## src/rtl/ahb_arbiter.sv

```systemverilog
// AHB bus arbiter: one-hot HGRANT with HMASTER/HMASTLOCK address-phase tracking for up to 8 masters.
// Latency: grant one HCLK after a qualifying request; HMASTER follows at the next HREADY edge. Backpressure: HREADY=0 freezes all state.
// Policy: fixed priority (lowest index) by default; round-robin when AHB_ARB_ROUND_ROBIN_EN is defined.
module ahb_arbiter #(
    parameter int NUM_MASTERS = 4,
    parameter int MASTER_W    = 2
) (
    input  logic                   HCLK,
    input  logic                   HRESETn,
    input  logic [NUM_MASTERS-1:0] HBUSREQ,
    input  logic [NUM_MASTERS-1:0] HLOCK,
    input  logic [1:0]             HTRANS,
    input  logic [2:0]             HBURST,
    input  logic                   HREADY,
    input  logic [1:0]             HRESP,
    output logic [NUM_MASTERS-1:0] HGRANT,
    output logic [MASTER_W-1:0]    HMASTER,
    output logic                   HMASTLOCK
);

    localparam logic [1:0] TR_IDLE   = 2'b00;
    localparam logic [1:0] TR_BUSY   = 2'b01;
    localparam logic [1:0] TR_NONSEQ = 2'b10;
    localparam logic [1:0] TR_SEQ    = 2'b11;
    localparam logic [1:0] RESP_OKAY = 2'b00;

    logic [4:0]          beats_left;
    logic [4:0]          beats_nxt;
    logic [MASTER_W-1:0] g;
    logic [MASTER_W-1:0] sel;
    logic                locked;
    logic                arb_ok;

    always_comb begin
        g = '0;
        for (int i = 0; i < NUM_MASTERS; i++) begin
            if (HGRANT[i]) g = MASTER_W'(i);
        end
    end

    always_comb begin
        beats_nxt = beats_left;
        if (!HREADY) begin
            if (HRESP != RESP_OKAY) beats_nxt = '0;
        end else if (HTRANS == TR_NONSEQ) begin
            case (HBURST)
                3'b010, 3'b011: beats_nxt = 5'd3;
                3'b100, 3'b101: beats_nxt = 5'd7;
                3'b110, 3'b111: beats_nxt = 5'd15;
                default:        beats_nxt = 5'd0;
            endcase
        end else if (HTRANS == TR_SEQ && beats_left != 5'd0) begin
            beats_nxt = beats_left - 5'd1;
        end
    end

    // Burst end is judged on the count this edge leaves behind, so the
    // handover lands on the edge that accepts the final beat.
    assign locked = HLOCK[g] & HBUSREQ[g];
    assign arb_ok = HREADY && !locked &&
                    ((HTRANS == TR_IDLE) ||
                     (beats_nxt == 5'd0 && HTRANS != TR_BUSY) ||
                     (!HBUSREQ[g] && HTRANS != TR_SEQ));

`ifdef AHB_ARB_ROUND_ROBIN_EN
    logic [MASTER_W-1:0] ptr;

    always_comb begin
        logic                found;
        logic [MASTER_W-1:0] idx;
        sel   = '0;
        found = 1'b0;
        idx   = '0;
        for (int k = 1; k <= NUM_MASTERS; k++) begin
            idx = MASTER_W'((int'(ptr) + k) % NUM_MASTERS);
            if (!found && HBUSREQ[idx]) begin
                sel   = idx;
                found = 1'b1;
            end
        end
    end
`else
    always_comb begin
        sel = '0;
        for (int i = NUM_MASTERS - 1; i >= 0; i--) begin
            if (HBUSREQ[i]) sel = MASTER_W'(i);
        end
    end
`endif

    always_ff @(posedge HCLK or negedge HRESETn) begin
        if (!HRESETn) begin
            HGRANT     <= NUM_MASTERS'(1);
            HMASTER    <= '0;
            HMASTLOCK  <= 1'b0;
            beats_left <= '0;
`ifdef AHB_ARB_ROUND_ROBIN_EN
            ptr        <= '0;
`endif
        end else begin
            beats_left <= beats_nxt;
            if (arb_ok && sel != g) begin
                HGRANT <= NUM_MASTERS'(1) << sel;
`ifdef AHB_ARB_ROUND_ROBIN_EN
                ptr    <= sel;
`endif
            end
            // Address phase belongs to whoever held the grant when it was accepted.
            if (HREADY) begin
                HMASTER   <= g;
                HMASTLOCK <= HLOCK[g];
            end
        end
    end

endmodule

```

## config.mk

```make
export PLATFORM = sky130hd
export DESIGN_NAME = ahb_arbiter
export DESIGN_NICKNAME = d
export VERILOG_FILES = /design/src/rtl/ahb_arbiter.sv
export SDC_FILE = /design/constraint.sdc
export NUM_CORES = 1
export LEC_CHECK = 0
export CAP_MARGIN = 5
export CORE_AREA = 2 2 45 47
export DETAILED_ROUTE_END_ITERATION = 8
export DIE_AREA = 0 0 47 49
export GPL_TIMING_DRIVEN = 0
export PLACE_DENSITY = 0.81
export SLEW_MARGIN = 25
export SYNTH_ARGS = -nofsm -noshare
export SYNTH_HDL_FRONTEND = slang
export SYNTH_SLANG_ARGS = --single-unit
```

## constraint.sdc

```tcl
create_clock -name HCLK -period 5.92 [get_ports HCLK]
set_clock_uncertainty 0.1 [all_clocks]
set_input_delay 1.776 -clock HCLK [delete_from_list [all_inputs] [get_ports HCLK]]
set_output_delay 1.776 -clock HCLK [all_outputs]
set_load 0.01 [all_outputs]
```

-- Word level (Yosys, flattened, before mapping)
Cells that the tools add are included.
- add/subtract/negate cells: 1
- $lt $le $gt $ge: 1
- equality and inequality tests: 11
- shift-type cells: 1
- mux-type cells: 16
- bitwise gates (word level): 1
- reduce and logical (&&, ||, !) cells: 17
- operators with widths (cell ; number):
    $mux W5 ; 4
    $eq A3 B3 Y1 const B ; 4
    $mux W2 ; 6
    $pmux W4 S3 ; 1
    $eq A3 B2 Y1 const B ; 2
    $logic_and A1 B1 Y1 ; 6
    $reduce_or A2 Y1 ; 3
    $logic_not A5 Y1 ; 1
    $reduce_bool A5 Y1 ; 1
    $sub A5 B1 Y5 const B ; 1
    $bmux W1 S2 ; 2
    $eq A2 B2 Y1 const B ; 2
    $shl A1 B2 Y4 const A ; 1
    $lt A2 B3 Y1 const B ; 1
    $mux W1 ; 3
    $logic_not A1 Y1 ; 2
    $logic_not A2 Y1 ; 1
    $logic_or A1 B1 Y1 ; 2
    $ne A2 B1 Y1 const B ; 1
    $ne A2 B2 Y1 ; 1
    $ne A2 B2 Y1 const B ; 1
    $reduce_bool A2 Y1 ; 1
    $and A1 B1 Y1 ; 1
- register bits after elaboration: 12
- bits of input ports: 18
- output and inout bits: 7
- logic and storage cells: 52

-- Logic depth before layout (Yosys ltp)
- word-level depth: 11
- depth in mapped cells: 8

-- Worst setup path before layout
Ideal clock, no wire load.
- kind: input port to flip-flop
- start: input port HTRANS[1]
- end: register HGRANT[1]
- setup time: 0.125 ns
- data arrival time: 3.666 ns
- setup slack: 2.029 ns
- cell stages on the path: 6
- path through: clkbuf_1 > o2111ai_1 > or4_1 > or4b_4 > a21oi_4 > mux2_4
- longest elaborated chain between the ends: 11
- elaborated cells between the ends (all ways): 16
- those cells by class: 4 x eq/ne; 3 x mux; 9 x reduce/logical
- RTL lines (element ; RTL line ; text):
    start: declaration ; 12 ; input logic [1:0] HTRANS,
    $eq A2 B2 Y1 ; 52 ; end else if (HTRANS == TR_SEQ && beats_left != 5'd0) begin
    $logic_and A1 B1 Y1 ; 52 ;
    $mux W5 ; 52 ;
    $mux W5 ; 45 ; end else if (HTRANS == TR_NONSEQ) begin
    $mux W5 ; 43 ; if (!HREADY) begin
    $logic_not A5 Y1 ; 62 ; (beats_nxt == 5'd0 && HTRANS != TR_BUSY) ||
    $logic_and A1 B1 Y1 ; 62 ;
    $logic_or A1 B1 Y1 ; 61 ; ((HTRANS == TR_IDLE) ||
    $logic_or A1 B1 Y1 (*) ; 62 ;
    $logic_and A1 B1 Y1 (*) ; 60 ; assign arb_ok = HREADY && !locked &&
    $logic_and A1 B1 Y1 (*) ; 102 ; if (arb_ok && sel != g) begin
    end signal: assignment ; 103 ; HGRANT <= NUM_MASTERS'(1) << sel;
    end: declaration ; 16 ; output logic [NUM_MASTERS-1:0] HGRANT,
Every way passes the cells marked *; elsewhere a longest branch is shown, timed or not.
A chain may end at the register's enable or synchronous reset.

-- Worst setup path in the final report
- start: input port HTRANS[0]
- end: register HGRANT[1]
Same word-level chain as after synthesis.

==> run summary <==
Status = finished clean
Boundary pin count = 25
Num CTS Buffers = 3
Final nets = 138
Sum Neg Setup Slack = 0 ns
Post-CTS Resized = 0
Gr ovfl total = 0
Startpoint Class = input pin
PortBufs = 22
Yosys cell types = 42
Global-route wire length before repair = 3.40 mm
DR WL/cell = 13.9 um
Routed Antenna Nets = 0
Least-Margin Pin Slew = 0.527 ns
Area of the core = 0.00184 mm2
Max Cap Violations = 0
DR vias = 811
Power Density = 326 mW/mm2
Commonest non-fill, non-tap cells in the layout = clkdlybuf4s50_1, dfrtp_1, nor2_1
Post-CTS Setup Repair Bufs = 0
Worst skew pair latency = 0.28 ns
Diode count = 0
Final Cycle Share = 70.8%
Tmin final = 4.19 ns
Worst min-delay path category = reg2reg
Min Hold Slack = 0.370 ns
Worst reg2reg path depth = 8
Peak supply drop = 200 uV
Worst EP required = 5.98 ns
Post-layout util = 63.3%
Post-Syn Nets = 111
Footprint of the multi-input gates = 526 um2
DIE AREA = 0.00230 mm2
Reg-to-reg endpoint = HGRANT[1]
Critical R2R Launch = beats_left[1]
Worst hold path startpoint = HGRANT[0]
Hold Path Sink = HGRANT[0]
Top FF cell, synth = dfrtp_1
RSZ-0062 raised after global routing = false
Detailed placement HPWL = 1.61 mm
Vias in the first global route = 840
Filler cells = 160
Commonest non-fill, non-tap cell in the layout = clkdlybuf4s50_1
Register area share after synthesis = 34.4%
Row cnt = 16
Clock sinks = 12
WP data arrival = 4.26 ns
Total Routing Usage GR = 20.2%
Chip width = 47 um
WHS Path Cells = 2
H-tree levels = 1
Worst-path clk slew = 0.07 ns
CTS Buffer Depth = 2
Area grow syn2layout = 33.1%
Lkg Pwr = 0.000493 uW
Share of post-route cells with drive strength above 1 = 11.0%
Post-Synthesis Cell Area = 876 um2
CTS tree = built
Largest net degree at the start of global routing = 13
Peak Freq = 239 MHz
# DRC = 0
Die Ht = 49 um
Initial Utilization = 47.6%
Mean Syn Cell Area = 9.52 um2
Post-CTS Hold Fix Bufs = 0
Crit Path Category = in2reg
Worst setup EP type = flop
Async SR Flop Fraction = 100%
Root buf cell = clkbuf_4
R2R Setup Slk = 2.98 ns
Initial antenna violation count = 0
Hold violation count in the final report = 0
Register area = 302 um2
Drt first pass iters = 4
Slew margin rel. = 64.7%
Vias per cell = 5.59
Seq cells post-synth = 12
Critical Path Fanout Max = 9
Max-slew violation count = 0
Post-synth EDFFs = 0
DRT iter0 DRCs = 14
Post-Synthesis Cells = 92
Placer congestion estimate = 0.831
Final WL = 2.02 mm
Final setup viols = 0
Ys Warns = 0
-- sequential cells by signal, summed over array words and instances (netlist names) --
name / count
HGRANT: 4
HMASTER: 2
HMASTLOCK: 1
beats_left: 5
-- cells by family (layout without fill, tap and decap cells) --
kind of cell	count (synthesis)	after routing	share of synthesized area (%)
compound gates	28	28	23.4
mux	9	9	11.9
flops	12	12	34.4
buf+inv	11	37	5.57
simple gates	30	30	22.1
fa+ha+maj	2	2	2.57
-- routing by layer --
layer	routed length, um	GRT usage [%]	vias up
met5	0	0	-
met4	33	8.33	0
met3	90	2.22	4
met2	1050	35.6	25
met1	851	23.5	383
li1	-	-	399
-- critical path: stages --
cell and delay [ns]:
clkdlybuf4s50_1 0.62, nand4b_1 0.17, o2111ai_1 0.13, or4_1 0.50, or4b_4 0.51, a21oi_4 0.23, mux2_4 0.32
-- worst max-delay path by stage --
stage | startpoint | end | slack (ns)
floorplan | HTRANS[1] | HGRANT[1] | 2.03
global placement | HTRANS[0] | HGRANT[3] | 1.47
detailed placement | HTRANS[0] | HGRANT[1] | 1.44
CTS | HTRANS[0] | HGRANT[3] | 1.73
global route | HTRANS[0] | HGRANT[3] | 1.65
finish | HTRANS[0] | HGRANT[1] | 1.73
-- area by class of cell --
type	count	area share [%]
well taps	27	2.90
flip-flops and latches	12	25.9
clock buffers	4	3.11
plain buffers	3	1.61
inverters	8	2.58
repair buffers	22	18.9
multi-input cells	69	45.1
-- Yosys cell counts, types with 2 or more instances --
master | number | share of area (%)
o21ai_0 | 5 | 2.9
or4_1 | 2 | 1.7
o31ai_1 | 2 | 1.7
a221o_1 | 2 | 2.3
clkbuf_1 | 2 | 0.86
o211a_1 | 2 | 2.3
inv_1 | 8 | 3.4
mux2i_1 | 4 | 4.6
a31oi_1 | 2 | 1.4
mux2_1 | 2 | 2.6
nor2_1 | 9 | 3.9
nand2_1 | 5 | 2.1
a21oi_1 | 6 | 3.4
nand2b_1 | 2 | 1.4
dfrtp_1 | 11 | 31
mux2_4 | 2 | 3.4
-- power by group --
part	switching, uW	total [uW]	internal [uW]
Combinational	78.8	180	101
Sequential	24.7	133	108
Clock	29.7	67.2	37.4
Total	133	380	247
-- per-stage QoR --
stage	cell area [um2]	cells	total power [uW]	worst slack [ns]
3_3_place_gp	1130	141	309	1.47
2_1_floorplan	876	92	238	2.03
6_report	1170	145	380	1.73
3_5_place_dp	1130	141	316	1.44
5_1_grt	1170	145	404	1.65
4_1_cts	1170	145	383	1.73
Power figures use the tool's default switching activity.
